**config.mk**
```make
export PLATFORM = sky130hd
export DESIGN_NAME = serial_adder
export DESIGN_NICKNAME = d
export VERILOG_FILES = /design/src/rtl/serial_adder.sv
export SDC_FILE = /design/constraint.sdc
export NUM_CORES = 1
export LEC_CHECK = 0
export ABC_AREA = 1
export BUFFER_PORTS_ARGS = -buffer_cell sky130_fd_sc_hd__buf_2
export CORE_ASPECT_RATIO = 1.1
export CORE_UTILIZATION = 48
export DETAILED_ROUTE_END_ITERATION = 10
export PLACE_DENSITY = 0.74
export SYNTH_ARGS = -nofsm -noshare
export SYNTH_HDL_FRONTEND = slang
export SYNTH_SLANG_ARGS = --single-unit
```
**constraint.sdc**
```tcl
create_clock -name clk -period 1.2 [get_ports clk]
set_clock_uncertainty 0.15 [all_clocks]
set_input_delay 0.3 -clock clk [delete_from_list [all_inputs] [get_ports clk]]
set_output_delay 0.3 -clock clk [all_outputs]
set_load 0.03 [all_outputs]
```
**src/rtl/serial_adder.sv**
```systemverilog
// -----------------------------------------------------------------------------
// serial_adder
//
// Bit-serial WIDTH-bit adder built from one full-adder cell and a carry flop.
// Operands are captured on an accepted start and then processed one bit pair
// per clock, LSB first.
// Result: {c_out, sum} = a + b + c_in.
// One operation occupies WIDTH+2 cycles: one capture edge, WIDTH RUN edges
// and one DONE cycle.
//
// Ports:
//   clk    - system clock, all state updates on the rising edge
//   rst    - asynchronous active-high reset
//   start  - operation request, sampled only while idle
//   a, b   - WIDTH-bit operands, captured on the accept edge
//   c_in   - carry-in, captured on the accept edge
//   sum    - WIDTH-bit result, valid from done and held until the next accept
//   c_out  - final carry-out, same validity window as sum
//   busy   - high while bits are being processed (RUN)
//   done   - one-cycle completion pulse (DONE)
// -----------------------------------------------------------------------------
module serial_adder #(
    parameter int WIDTH = 8
) (
    input  logic             clk,
    input  logic             rst,
    input  logic             start,
    input  logic [WIDTH-1:0] a,
    input  logic [WIDTH-1:0] b,
    input  logic             c_in,
    output logic [WIDTH-1:0] sum,
    output logic             c_out,
    output logic             busy,
    output logic             done
);

    // One extra counter bit keeps the counter at least one bit wide when WIDTH=1.
    localparam int               CNT_W    = $clog2(WIDTH) + 1;
    localparam logic [CNT_W-1:0] LAST_CNT = CNT_W'(WIDTH - 1);

    typedef enum logic [1:0] {
        IDLE = 2'b00,
        RUN  = 2'b01,
        DONE = 2'b10
    } state_t;

    state_t           state_r;
    state_t           state_nx_s;
    logic [WIDTH-1:0] sh_a_r;
    logic [WIDTH-1:0] sh_b_r;
    logic [WIDTH-1:0] sum_r;
    logic [WIDTH-1:0] sum_shift_s;
    logic [CNT_W-1:0] count_r;
    logic             carry_r;
    logic             c_out_r;
    logic             busy_r;
    logic             done_r;
    logic             busy_nx_s;
    logic             done_nx_s;
    logic             accept_s;
    logic             last_s;
    logic             fa_s_s;
    logic             fa_co_s;

    // Full-adder sum bit.
    function automatic logic fa_sum(input logic x, input logic y, input logic ci);
        return x ^ y ^ ci;
    endfunction

    // Full-adder carry bit: majority of the three inputs.
    function automatic logic fa_carry(input logic x, input logic y, input logic ci);
        return (x & y) | (x & ci) | (y & ci);
    endfunction

    // Accept and last-bit qualifiers.
    always_comb begin
        accept_s = 1'b0;
        last_s   = 1'b0;
        if (state_r == IDLE) begin
            accept_s = start;
        end else if (state_r == RUN) begin
            last_s = (count_r == LAST_CNT);
        end else begin
            accept_s = 1'b0;
            last_s   = 1'b0;
        end
    end

    // The single full-adder cell, fed by the operand LSBs and the carry flop.
    always_comb begin
        fa_s_s  = fa_sum(sh_a_r[0], sh_b_r[0], carry_r);
        fa_co_s = fa_carry(sh_a_r[0], sh_b_r[0], carry_r);
    end

    // Sum register shifted right with the new sum bit entering at the MSB.
    // Written as shift-then-overwrite so that WIDTH=1 needs no empty slice.
    always_comb begin
        sum_shift_s          = sum_r >> 1'b1;
        sum_shift_s[WIDTH-1] = fa_s_s;
    end

    // FSM state register.
    always_ff @(posedge clk or posedge rst) begin
        if (rst) begin
            state_r <= IDLE;
        end else begin
            state_r <= state_nx_s;
        end
    end

    // FSM next-state logic; RUN exits after the edge that processes the last bit.
    always_comb begin
        state_nx_s = state_r;
        case (state_r)
            IDLE: begin
                if (start) begin
                    state_nx_s = RUN;
                end else begin
                    state_nx_s = IDLE;
                end
            end
            RUN: begin
                if (last_s) begin
                    state_nx_s = DONE;
                end else begin
                    state_nx_s = RUN;
                end
            end
            DONE: begin
                state_nx_s = IDLE;
            end
            default: begin
                state_nx_s = IDLE;
            end
        endcase
    end

    // FSM output decode from the next state, so busy/done come straight from flops.
    always_comb begin
        busy_nx_s = 1'b0;
        done_nx_s = 1'b0;
        case (state_nx_s)
            IDLE: begin
                busy_nx_s = 1'b0;
                done_nx_s = 1'b0;
            end
            RUN: begin
                busy_nx_s = 1'b1;
                done_nx_s = 1'b0;
            end
            DONE: begin
                busy_nx_s = 1'b0;
                done_nx_s = 1'b1;
            end
            default: begin
                busy_nx_s = 1'b0;
                done_nx_s = 1'b0;
            end
        endcase
    end

    // Registered handshake outputs; they always equal the decode of state_r.
    always_ff @(posedge clk or posedge rst) begin
        if (rst) begin
            busy_r <= 1'b0;
            done_r <= 1'b0;
        end else begin
            busy_r <= busy_nx_s;
            done_r <= done_nx_s;
        end
    end

    // Datapath: operand capture, bit-serial shifting, carry and bit counter.
    always_ff @(posedge clk or posedge rst) begin
        if (rst) begin
            sh_a_r  <= '0;
            sh_b_r  <= '0;
            sum_r   <= '0;
            carry_r <= 1'b0;
            c_out_r <= 1'b0;
            count_r <= '0;
        end else begin
            if (accept_s) begin
                // c_out keeps the previous result until the new one completes.
                sh_a_r  <= a;
                sh_b_r  <= b;
                carry_r <= c_in;
                sum_r   <= '0;
                count_r <= '0;
            end else if (state_r == RUN) begin
                sh_a_r  <= sh_a_r >> 1'b1;
                sh_b_r  <= sh_b_r >> 1'b1;
                sum_r   <= sum_shift_s;
                carry_r <= fa_co_s;
                count_r <= count_r + 1'b1;
                if (last_s) begin
                    c_out_r <= fa_co_s;
                end else begin
                    c_out_r <= c_out_r;
                end
            end else begin
                sh_a_r  <= sh_a_r;
                sh_b_r  <= sh_b_r;
                sum_r   <= sum_r;
                carry_r <= carry_r;
                c_out_r <= c_out_r;
                count_r <= count_r;
            end
        end
    end

    assign sum   = sum_r;
    assign c_out = c_out_r;
    assign busy  = busy_r;
    assign done  = done_r;

endmodule
```
Word-level counts from Yosys, hierarchy flattened
Index checks and enable logic that the tools add are counted.
- add/subtract/negate cells: 1
- div/mod/pow operators: 0
- mux-type cells: 18
- order comparisons: 0
- equal/unequal tests: 4
- bitwise gates (word level): 8
- shift operators: 0
- reduce and logical (&&, ||, !) cells: 3
- $mul: 0
- operators by type and width (kind ; number):
    $mux W8 ; 6
    $mux W1 ; 8
    $mux W4 ; 2
    $add A4 B1 Y4 const B ; 1
    $eq A2 B1 Y1 const B ; 2
    $eq A4 B3 Y1 const B ; 1
    $pmux W2 S2 ; 1
    $and A1 B1 Y1 ; 3
    $reduce_and A3 Y1 ; 1
    $eq A2 B2 Y1 const B ; 1
    $logic_not A2 Y1 ; 1
    $mux W2 ; 1
    $or A1 B1 Y1 ; 2
    $reduce_bool A2 Y1 ; 1
    $xor A1 B1 Y1 ; 2
    $not A1 Y1 ; 1
- bits in writable memories: 0
- memory bits (read-only): 0
- flip-flop bits (word level): 34
- memories kept: 0
- input bits: 20
- bits in latches: 0

Logic depth before layout (Yosys ltp)
Gate-level depths: netlist (run 1).
- depth in word-level cells: 7
- depth in mapped cells: 7
- depth with buffers taken out: 7

Worst setup path after synthesis (run 1)
No wires, ideal clock.
- path kind: register to register
- start point: reg sh_a_r[0]
- end point: reg sum_r[7], in the netlist sum[7]
- buffers on the path: 0
- data required time: 0.924 ns
- stages on the path, launching flop included: 4
- data arrival time: 0.963 ns
- setup time: 0.126 ns
- clock period less this slack: 1.238 ns
- path slack: -0.038 ns
- path through: dfrtp_1 > inv_1 > fa_1 > o22ai_1
- cells in the longest elaborated chain, start to end: 4
- ends and longest elaborated chain (what ; line ; text):
    start: declaration ; 49 ; logic [WIDTH-1:0] sh_a_r;
    start signal: assignment ; 191 ; sh_a_r <= sh_a_r >> 1'b1;
    start signal: assignment ; 202 ; sh_a_r <= sh_a_r;
    $xor A1 B1 Y1 (2 in a row) ; 67 ; return x ^ y ^ ci;
    $mux W8 ; 190 ; end else if (state_r == RUN) begin
    $mux W8 ; 183 ; if (accept_s) begin
    end signal: assignment ; 193 ; sum_r <= sum_shift_s;
    end signal: assignment ; 204 ; sum_r <= sum_r;
    end: declaration ; 51 ; logic [WIDTH-1:0] sum_r;
Every way passes these cells. The select of a mux whose other input is x is not followed.
A chain may end at the register's enable or synchronous reset.

Worst setup path after layout (run 1)
- start point: reg sum_r[4], in the netlist sum[4]
- end point: out sum[4]
- RTL lines (what ; line ; text):
    end: declaration ; 31 ; output logic [WIDTH-1:0] sum,
No word-level cell between the ends.

==> results of run 1 <==
[cell type report]
cell class / instances / area (µm²)
Clock buffer: 5 / 37.5
Clock inverter: 3 / 45.0
Fill cell: 132 / 292
Inverter: 17 / 81.3
Multi-Input combinational cell: 105 / 915
Sequential cell: 34 / 852
Tap cell: 33 / 41.3
Timing Repair Buffer: 53 / 578
Timing Repair inverter: 2 / 11.3
[metrics by stage]
step                      worst slack (ns)  instances  instance area (µm²)  power (W)
after floorplan                    -0.0300        162                 1500    0.00330
after global placement             -0.0395        228                 1760    0.00389
after detailed placement           -0.0816        228                 1760    0.00401
after CTS                           -0.170        242                 2000    0.00523
after global routing                -0.292        252                 2560    0.00717
final                               -0.184        252                 2560    0.00687
[metal layers]
layer	global-route usage, %	up-vias
met5	0	-
met4	11.8	0
met1	25.1	737
met2	43.5	84
met3	5.33	24
li1	-	643
[power by group through the flow]
stage | registers (W) | clock network, W | logic [W]
2_1_floorplan | 0.00216 | 0 | 0.00114
3_3_place_gp | 0.00184 | 0 | 0.00205
3_5_place_dp | 0.00189 | 0 | 0.00212
4_1_cts | 0.00190 | 0.000867 | 0.00246
5_1_grt | 0.00212 | 0.000940 | 0.00410
6_report | 0.00208 | 0.000876 | 0.00391
[kinds of logic after synthesis]
group	after synthesis	share of synthesized area (%)
adders and majority gates	2	2.18
DFF	34	56.9
AOI/OAI and AO/OA	14	5.27
and+or+nand+nor	87	26.7
buffers and inverters	24	8.37
xor gates and xnor gates	1	0.586
[flip-flops by register name, indices dropped and copies added, names as in the netlist]
register and cells:
busy 1, c_out 1, carry_r 1, count_r 4, done 1, sh_a_r 8, sh_b_r 8, state_r 2
sum 8
[worst min-delay path by stage]
| stage | startpoint | endpoint | depth (start not counted) |
|---|---|---|---|
| after floorplan | a[7] | sh_a_r[7] | 2 |
| after global placement | rst | sh_a_r[5] | 3 |
| after detailed placement | rst | state_r[0] | 3 |
| after CTS | a[5] | sh_a_r[5] | 3 |
| after global routing | b[7] | sh_b_r[7] | 3 |
| final | b[7] | sh_b_r[7] | 3 |
[repair_timing]
action                     4_1_cts  5_1_grt
buffers inserted                 2        3
gates cloned                     2        7
hold buffers                     2        0
hold endpoints to repair        35        0
resized for setup               33       92
pin swaps                        2       27
setup endpoints to repair       21       42
[layout by cell type (no fill, tap or decap), types with 3 or more instances in the layout]
cell / instances
sky130_fd_sc_hd__dfrtp_1: 33
sky130_fd_sc_hd__nand3_2: 32
sky130_fd_sc_hd__nand2_1: 25
sky130_fd_sc_hd__buf_2: 19
sky130_fd_sc_hd__nand2_4: 13
sky130_fd_sc_hd__buf_6: 12
sky130_fd_sc_hd__inv_1: 11
sky130_fd_sc_hd__buf_4: 8
sky130_fd_sc_hd__o22ai_2: 6
sky130_fd_sc_hd__nand2_2: 6
sky130_fd_sc_hd__clkbuf_4: 5
sky130_fd_sc_hd__clkbuf_16: 5
sky130_fd_sc_hd__buf_12: 5
sky130_fd_sc_hd__inv_2: 4
sky130_fd_sc_hd__nand2_8: 3
sky130_fd_sc_hd__a21oi_2: 3
==> metrics.md, run 1 <==
| Metric | Value |
|---|---|
| Run status | finished, violations left |
| Violated checks | negative hold slack, negative setup slack |
| Launching instance or port of the critical path | sum[4] |
| Switching power of the nets | 0.00301 W |
| Starting Density | 52.4% |
| Clock-pin slew reported for the worst setup and hold paths after clock tree synthesis | 0.12 ns |
| Crit end category | output pin |
| Maximum number of pins on one net before global-route repair | 35 |
| Nets@finish | 240 |
| Share of Yosys cell area claimed by the top area cell type | 56.9% |
| Final Critical Period | 1.38 ns |
| Proportion of register bits with asynchronous set or reset after synthesis | 100% |
| CP Class | reg -> out |
| Total congestion overflow | 0 |
| Most used DFF post-synth | sky130_fd_sc_hd__dfrtp_1 |
| End of the worst register-to-register path | c_out |
| Worst reg-to-reg path cell count | 4 |
| Area growth syn-to-layout | 71.3% |
| TritonCTS clock tree | built |
| Slowest cell delay on critical path | 0.42 ns |
| Global-route wire length before repair | 5.75 mm |
| Hold Slack | -0.0136 ns |
| Transition at the pin with the smallest max-transition slack | 0.223 ns |
| Cell-internal power | 0.00386 W |
| H-tree levels | 2 |
| I/O Pins | 31 |
| Average wire per cell in the routed design | 20.2 µm |
| Setup WS post-layout | -0.184 ns |
| Leading area contributor after synthesis | sky130_fd_sc_hd__dfrtp_1 |
| Combined global-route utilization of all metal layers | 23.2% |
| FF-to-FF setup slack | -0.14 ns |
| Maximum clock frequency | 723 MHz |
| Register bit total from synthesis | 34 |
| Clock buffers created by TritonCTS | 5 |
| Number of endpoints with negative hold slack in the final report | 2 |
| Setup tns final | -3.99 ns |
| Count of buffers inserted at the top-level ports | 30 |
| Clock network latency to the later pin of the worst-skew pair | 0.36 ns |
| Dpl hpwl | 2.14 mm |
| Max Cap Violations | 0 |
| Met1 wire length | 1.84 mm |
| Post-synthesis sequential area ratio | 56.9% |
| Number of max-slew violations in the final report | 0 |
| Post-DRT Antenna Nets | 0 |
| Length of routed met2 wiring | 2.68 mm |
| Kind of start point of the critical path | register |
| Floorplan Core Area | 2850 µm² |
| Largest fanout of any net on the critical path | 2 |
| Number of enable flip-flop cells after synthesis | 0 |
| Number of iterations in the first detailed-routing pass | 4 |
| Final standard cell utilization of the core | 89.8% |
| Proportion of power drawn by combinational gates | 56.9% |
| Post-DR vias/cell | 5.90 |
| Logic depth of the worst path, buffers included | 1 |
| Die Y | 60.5 µm |
| Number of distinct library cell variants in the gate-level netlist after synthesis | 23 |
| Flop pwr share | 30.4% |
| Overall die area | 3340 µm² |
| DIE WIDTH | 55.2 µm |
| CP required | 0.75 ns |
| Cell chain of the critical path | buf_6 |
| Global placement routability congestion | 0.826 |
| Number of antenna violations at the first check in global routing | 0 |
| Delay-heaviest family, CP | flip-flops |
| Most used standard cell by instance count after synthesis | sky130_fd_sc_hd__nand2_1 |
| Sum of routed wire length over all layers | 5.09 mm |
| Number of global-route vias before repair | 1,311 |
| Highest metal layer with signal wires | met4 |
| Number of setup violations in the final report | 43 |
| Netlist Area Pre-Place | 1500 µm² |
| Unrepaired setup endpoints after global routing | true |
| Type of the tightest min-delay check | in -> reg |
| Buf+Inv Stages, Crit Path | 1 |
| Synth Area per Inst | 9.23 µm² |
| Leakage dissipation | 1.26 nW |
| Sink Count | 34 |
| Switching share of power | 43.9% |
| Iteration-0 DRC Markers | 51 |
| Clock network fraction of total power | 12.7% |
| Antenna cell count | 0 |
| Power density cells | 2680 nW/µm² |
| Clk Tree Root Cell | sky130_fd_sc_hd__clkbuf_4 |
| Post-route fraction of the period consumed by the critical path | 115% |
| Synth area leaders | sky130_fd_sc_hd__dfrtp_1, sky130_fd_sc_hd__nand3_1, sky130_fd_sc_hd__nand2_1 |
| Clock tree buffer depth | 2 |
| Detailed-route via count | 1,488 |
| Post-synth top cells | sky130_fd_sc_hd__nand2_1, sky130_fd_sc_hd__dfrtp_1, sky130_fd_sc_hd__nand3_1 |
| Slew HR | 85.0% |
| Standard-cell row count | 20 |
| Net count after synthesis | 184 |
| Syn Inst Count | 162 |
| DRC violations left | 0 |
| Library cell contributing the largest single delay on the critical path | sky130_fd_sc_hd__dfrtp_1 |
| Met3 Wirelength | 404 µm |
| FF-to-FF Start | count_r[0] |
| CP Data Arrival Time | 0.93 ns |
| CP Capture Point | sum[4] |
| Maximum resistive drop on vdd | 2230 µV |
| Share of cells above drive strength 1 | 63.5% |
| Number of warning messages in the yosys log | 0 |
Power figures use the tool's default switching activity.
==> inputs of run 2 (changes only) <==
--- a/config.mk
+++ b/config.mk
@@ -7,7 +7,6 @@
 export LEC_CHECK = 0
 export ABC_AREA = 1
 export BUFFER_PORTS_ARGS = -buffer_cell sky130_fd_sc_hd__buf_2
-export CORE_ASPECT_RATIO = 1.1
 export CORE_UTILIZATION = 48
 export DETAILED_ROUTE_END_ITERATION = 10
 export PLACE_DENSITY = 0.74
==> metrics.md, run 2 (synthesis results as in run 1) <==
| Metric | Value |
|---|---|
| Most frequent cells in the layout | sky130_fd_sc_hd__dfrtp_1, sky130_fd_sc_hd__nand3_2, sky130_fd_sc_hd__buf_2 |
| Number of cells on the worst hold path | 3 |
| Standard-cell row count | 19 |
| Detailed-route via count | 1,477 |
| Clock buffers created by TritonCTS | 5 |
| Max Cap Violations | 0 |
| Pre-CTS setup slack | -0.0770 ns |
| Number of global-route vias before repair | 1,184 |
| Number of endpoints with negative hold slack in the final report | 0 |
| Violated checks | design-rule violations, negative setup slack |
| Post-route fraction of the period consumed by the critical path | 115% |
| Iteration-0 DRC Markers | 67 |
| Slew HR | 83.5% |
| Global placement routability congestion | 0.724 |
| Starting Density | 52.4% |
| Nets@finish | 242 |
| Setup WS post-layout | -0.174 ns |
| Overall power of the completed layout | 0.00687 W |
| Leakage dissipation | 1.31 nW |
| Hold Slack | 0.0131 ns |
| Post-DR vias/cell | 5.91 |
| Count of buffers inserted at the top-level ports | 30 |
| Overall die area | 3340 µm² |
| Clk Tree Root Cell | sky130_fd_sc_hd__clkbuf_4 |
| Post-DRT Antenna Nets | 0 |
| Antenna cell count | 0 |
| Average wire per cell in the routed design | 21.0 µm |
| Largest fanout of any net on the critical path | 6 |
| Power density cells | 2590 nW/µm² |
| Crit end category | register |
| Final Critical Period | 1.37 ns |
| FF-to-FF setup slack | -0.17 ns |
| Die Y | 57.8 µm |
| CP Data Arrival Time | 1.48 ns |
| Share of cells above drive strength 1 | 68.9% |
| Leading cell type in the layout, fill and taps excluded | sky130_fd_sc_hd__dfrtp_1 |
| Worst min-delay path endpoint | sh_b_r[1] |
| CP Class | reg -> reg |
| Combined global-route utilization of all metal layers | 20.8% |
| Dpl hpwl | 1.99 mm |
| Worst reg-to-reg path cell count | 5 |
| DIE WIDTH | 57.8 µm |
| Total congestion overflow | 0 |
| Number of setup violations in the final report | 45 |
| Kind of start point of the critical path | register |
| Worst min-delay path startpoint | b[1] |
| I/O Pins | 31 |
| End of the worst register-to-register path | sum[1] |
| Global-route wire length before repair | 5.12 mm |
| Sum of routed wire length over all layers | 5.24 mm |
| Run status | finished, violations left |
| Number of iterations in the first detailed-routing pass | 9 |
| Type of the tightest min-delay check | in -> reg |
| Number of antenna violations at the first check in global routing | 0 |
| Area growth syn-to-layout | 77.6% |
| Transition at the pin with the smallest max-transition slack | 0.248 ns |
| H-tree levels | 2 |
| DRC violations left | 3 |
| Maximum resistive drop on vdd | 1650 µV |
| Sink Count | 34 |
| Clock tree buffer depth | 2 |
| FF-to-FF Start | state_r[1] |
| CP required | 1.30 ns |
| TritonCTS clock tree | built |
| Maximum clock frequency | 728 MHz |
| Clock-pin slew reported for the worst setup and hold paths after clock tree synthesis | 0.11 ns |
| Clock network latency to the later pin of the worst-skew pair | 0.35 ns |
| Floorplan Core Area | 2850 µm² |
| Unrepaired setup endpoints after global routing | true |
| Maximum number of pins on one net before global-route repair | 35 |
| Number of max-slew violations in the final report | 0 |
==> run 2: changes by cell type in the layout (fill, tap and decap cells not counted), moves of 2 or more <==
| cell | before | now |
|---|---|---|
| sky130_fd_sc_hd__buf_6 | 12 | 14 |
| sky130_fd_sc_hd__clkinvlp_4 | 2 | 0 |
| sky130_fd_sc_hd__nand2_1 | 25 | 13 |
| sky130_fd_sc_hd__nand2_2 | 6 | 13 |
| sky130_fd_sc_hd__nand2_4 | 13 | 17 |
| sky130_fd_sc_hd__nand2_8 | 3 | 5 |
| sky130_fd_sc_hd__nand3_1 | 1 | 3 |
| sky130_fd_sc_hd__nand3_2 | 32 | 25 |
| sky130_fd_sc_hd__nand3_4 | 2 | 7 |
==> run 2: routing by layer <==
| layer | track usage (%) | vias to the layer above | wire, µm |
|---|---|---|---|
| met2 | 33.2 | 69 | 2700 |
| met5 | 0 | - | 0 |
| met3 | 4.91 | 25 | 320 |
| met4 | 11.9 | 0 | 229 |
| met1 | 26.1 | 728 | 1990 |
| li1 | - | 655 | - |
==> run 2: how the worst max path moves through the flow <==
stage | from | to | slack [ns]
global placement | carry_r | sum[7] | -0.04
floorplan | carry_r | sum[7] | -0.03
detailed placement | carry_r | sum[7] | -0.08
finish | state_r[1] | sum[1] | -0.17
CTS | sum[3] | sum[3] | -0.14
global route | state_r[1] | sum[1] | -0.19
==> run 2: through the flow <==
step | setup TNS [ns] | util [%] | area [µm²] | instances
4_1_cts | -1.52 | 67.1 | 1910 | 235
2_1_floorplan | -0.0300 | - | 1500 | 162
6_report | -5.63 | 93.1 | 2660 | 250
3_5_place_dp | -0.158 | 61.2 | 1750 | 225
3_3_place_gp | -0.0392 | 61.2 | 1750 | 225
5_1_grt | -6.95 | 93.1 | 2660 | 250
==> run 2: critical path: stages (launching register included) <==
cell and delay (ns):
sky130_fd_sc_hd__dfrtp_1 0.45, sky130_fd_sc_hd__clkinv_4 0.13, sky130_fd_sc_hd__buf_12 0.11, sky130_fd_sc_hd__nand2_8 0.07
sky130_fd_sc_hd__clkbuf_16 0.18, sky130_fd_sc_hd__o22ai_1 0.19
==> run 2: timing repair <==
action	in CTS	in global routing
pin swaps	2	18
resized for setup	28	128
gates cloned	0	9
endpoints found under the hold margin	34	0
setup buffers	3	6
setup endpoints to repair	20	43
hold buffers	1	0
==> run 2: cell type report <==
class / instances / area (µm²)
timing repair inverter: 2 / 22.5
tap: 31 / 38.8
sequential: 34 / 852
multi-input combinational: 106 / 1040
timing repair buffer: 54 / 566
fill: 80 / 198
clock buffer: 6 / 51.3
inverter: 17 / 88.8
==> run 2: power by group <==
group / switching (W) / internal, W
Clock: 0.000400 / 0.000264
Sequential: 0.000539 / 0.00161
Combinational: 0.00221 / 0.00185
==> inputs of run 3 (changes only) <==
--- a/config.mk
+++ b/config.mk
@@ -7,9 +7,9 @@
 export LEC_CHECK = 0
 export ABC_AREA = 1
 export BUFFER_PORTS_ARGS = -buffer_cell sky130_fd_sc_hd__buf_2
-export CORE_UTILIZATION = 48
+export CORE_UTILIZATION = 53
 export DETAILED_ROUTE_END_ITERATION = 10
-export PLACE_DENSITY = 0.74
+export PLACE_DENSITY = 0.78
 export SYNTH_ARGS = -nofsm -noshare
 export SYNTH_HDL_FRONTEND = slang
 export SYNTH_SLANG_ARGS = --single-unit
==> constraint.sdc (replaced) <==
create_clock -name clk -period 1.5 [get_ports clk]
set_clock_uncertainty 0.15 [all_clocks]
set_input_delay 0.375 -clock clk [delete_from_list [all_inputs] [get_ports clk]]
set_output_delay 0.375 -clock clk [all_outputs]
set_load 0.03 [all_outputs]
==> metrics.md, run 3 (synthesis results as in run 1) <==
| Metric | Value |
|---|---|
| Clock network latency to the later pin of the worst-skew pair | 0.34 ns |
| CP Class | reg -> out |
| Number of antenna violations at the first check in global routing | 0 |
| Slew HR | 72.3% |
| Leading cell type in the layout, fill and taps excluded | sky130_fd_sc_hd__nand2_1 |
| Sum of routed wire length over all layers | 2.78 mm |
| Crit end category | output pin |
| Post-DRT Antenna Nets | 0 |
| Floorplan Core Area | 2570 µm² |
| Sink Count | 34 |
| I/O Pins | 31 |
| Global-route wire length before repair | 4.66 mm |
| Standard-cell row count | 18 |
| H-tree levels | 2 |
| Average wire per cell in the routed design | 12.2 µm |
| Clock buffers created by TritonCTS | 5 |
| Number of iterations in the first detailed-routing pass | 4 |
| DIE WIDTH | 55.1 µm |
| Library cell contributing the largest single delay on the critical path | sky130_fd_sc_hd__dfrtp_1 |
| Nets@finish | 218 |
| Met3 GRT Util | 5.74% |
| Detailed-route via count | 1,200 |
| Combined global-route utilization of all metal layers | 22.5% |
| Overall power of the completed layout | 0.00357 W |
| Most frequent cells in the layout | sky130_fd_sc_hd__nand2_1, sky130_fd_sc_hd__nand3_1, sky130_fd_sc_hd__dfrtp_1 |
| Unrepaired setup endpoints after global routing | false |
| Post-CTS Setup Inserts | 0 |
| Fraction of met1 tracks used by global routing | 27.1% |
| CP Data Arrival Time | 0.92 ns |
| Number of global-route vias before repair | 1,090 |
| Buf+Inv Stages, Crit Path | 1 |
| Setup tns final | 0 ns |
| Antenna cell count | 0 |
| Delay-heaviest family, CP | flip-flops |
| Grt met2 use | 36.3% |
| Global placement routability congestion | 0.766 |
| Transition at the pin with the smallest max-transition slack | 0.415 ns |
| Most congested layer reported by global routing | met2 |
| Total congestion overflow | 0 |
| Maximum clock frequency | 693 MHz |
| Post-Layout Inst Area | 1750 µm² |
| Type of the tightest min-delay check | in -> reg |
| Largest fanout of any net on the critical path | 2 |
| Cell chain of the critical path | buf_2 |
| Die Y | 55.1 µm |
| Dpl hpwl | 1.89 mm |
| Share of cells above drive strength 1 | 24.9% |
| Leakage dissipation | 0.924 nW |
| Kind of start point of the critical path | register |
| Number of max-slew violations in the final report | 0 |
| Placed instance area | 1660 µm² |
| Count of buffers inserted at the top-level ports | 30 |
| Maximum number of pins on one net before global-route repair | 35 |
| Clk Tree Root Cell | sky130_fd_sc_hd__clkbuf_4 |
| Number of setup violations in the final report | 0 |
| Post-route fraction of the period consumed by the critical path | 96.3% |
| Starting Density | 58.2% |
| Run status | completed |
| TritonCTS clock tree | built |
| DRC violations left | 0 |
| Overall die area | 3040 µm² |
| Post-DR vias/cell | 5.29 |
| Clock-pin slew reported for the worst setup and hold paths after clock tree synthesis | 0.10 ns |
| Max Cap Violations | 0 |
| Clock tree buffer depth | 2 |
| Power density cells | 2040 nW/µm² |
| Final Critical Period | 1.44 ns |
| Area growth syn-to-layout | 17.1% |
| CP required | 0.97 ns |
| Slowest cell delay on critical path | 0.40 ns |
| Maximum resistive drop on vdd | 1360 µV |
| Iteration-0 DRC Markers | 16 |
| Number of endpoints with negative hold slack in the final report | 0 |
-- run 3: path summary, 6_finish.rpt --
| path | from | end | slack, ns | cells past startpoint |
|---|---|---|---|---|
| max in group asynchronous | rst | sh_b_r[6] | 0.40 | 4 |
| setup reg to reg | state_r[1] | sh_b_r[4] | 0.17 | 5 |
| hold reg to reg | c_out | c_out | 0.36 | 2 |
| setup / recovery | sum[6] | sum[6] | 0.06 | 1 |
| hold / removal | b[0] | sh_b_r[0] | 0.08 | 3 |
| min in group asynchronous | rst | sum[5] | 0.50 | 4 |
-- run 3: report_power, final --
| part | leakage, nW | switching, W | internal (W) | total, W |
|---|---|---|---|---|
| Sequential | 0.439 | 0.000203 | 0.00128 | 0.00149 |
| Clock | 0.0446 | 0.000307 | 0.000320 | 0.000628 |
| Combinational | 0.440 | 0.000966 | 0.000487 | 0.00145 |
| Total | 0.924 | 0.00148 | 0.00209 | 0.00357 |
-- run 3: final cells by class --
class	instances	area, µm²
flip-flops and latches	34	851
fillers	209	817
multi-input cells	104	519
repair buffers	34	195
clock buffers	8	78.8
inverters	17	68.8
well taps	30	37.5
-- run 3: per-layer routing --
metal	wire (µm)	vias to the layer above
li1	-	596
met1	1290	573
met2	1330	26
met3	119	5
met4	34	0
met5	0	-
-- run 3: tightest hold or removal path, cell delays in order --
cell,delay [ns]
sky130_fd_sc_hd__buf_2,0.07
sky130_fd_sc_hd__nand2_1,0.04
sky130_fd_sc_hd__nand3_1,0.05
-- run 3: per-stage QoR --
step | util (%) | instances | worst slack [ns] | hold slack, ns
4_1_cts | 68.2 | 227 | 0.0418 | 0.0745
5_1_grt | 68.2 | 227 | 0.0152 | 0.0823
3_3_place_gp | 64.7 | 218 | 0.233 | 0.320
6_report | 68.2 | 227 | 0.0562 | 0.0769
3_5_place_dp | 64.7 | 218 | 0.193 | 0.334
2_1_floorplan | - | 162 | 0.227 | 0.316
-- run 3: timing repair --
item | in CTS | in global routing
resized for setup | 0 | 0
hold buffers | 1 | 0
hold endpoints to repair | 34 | 0
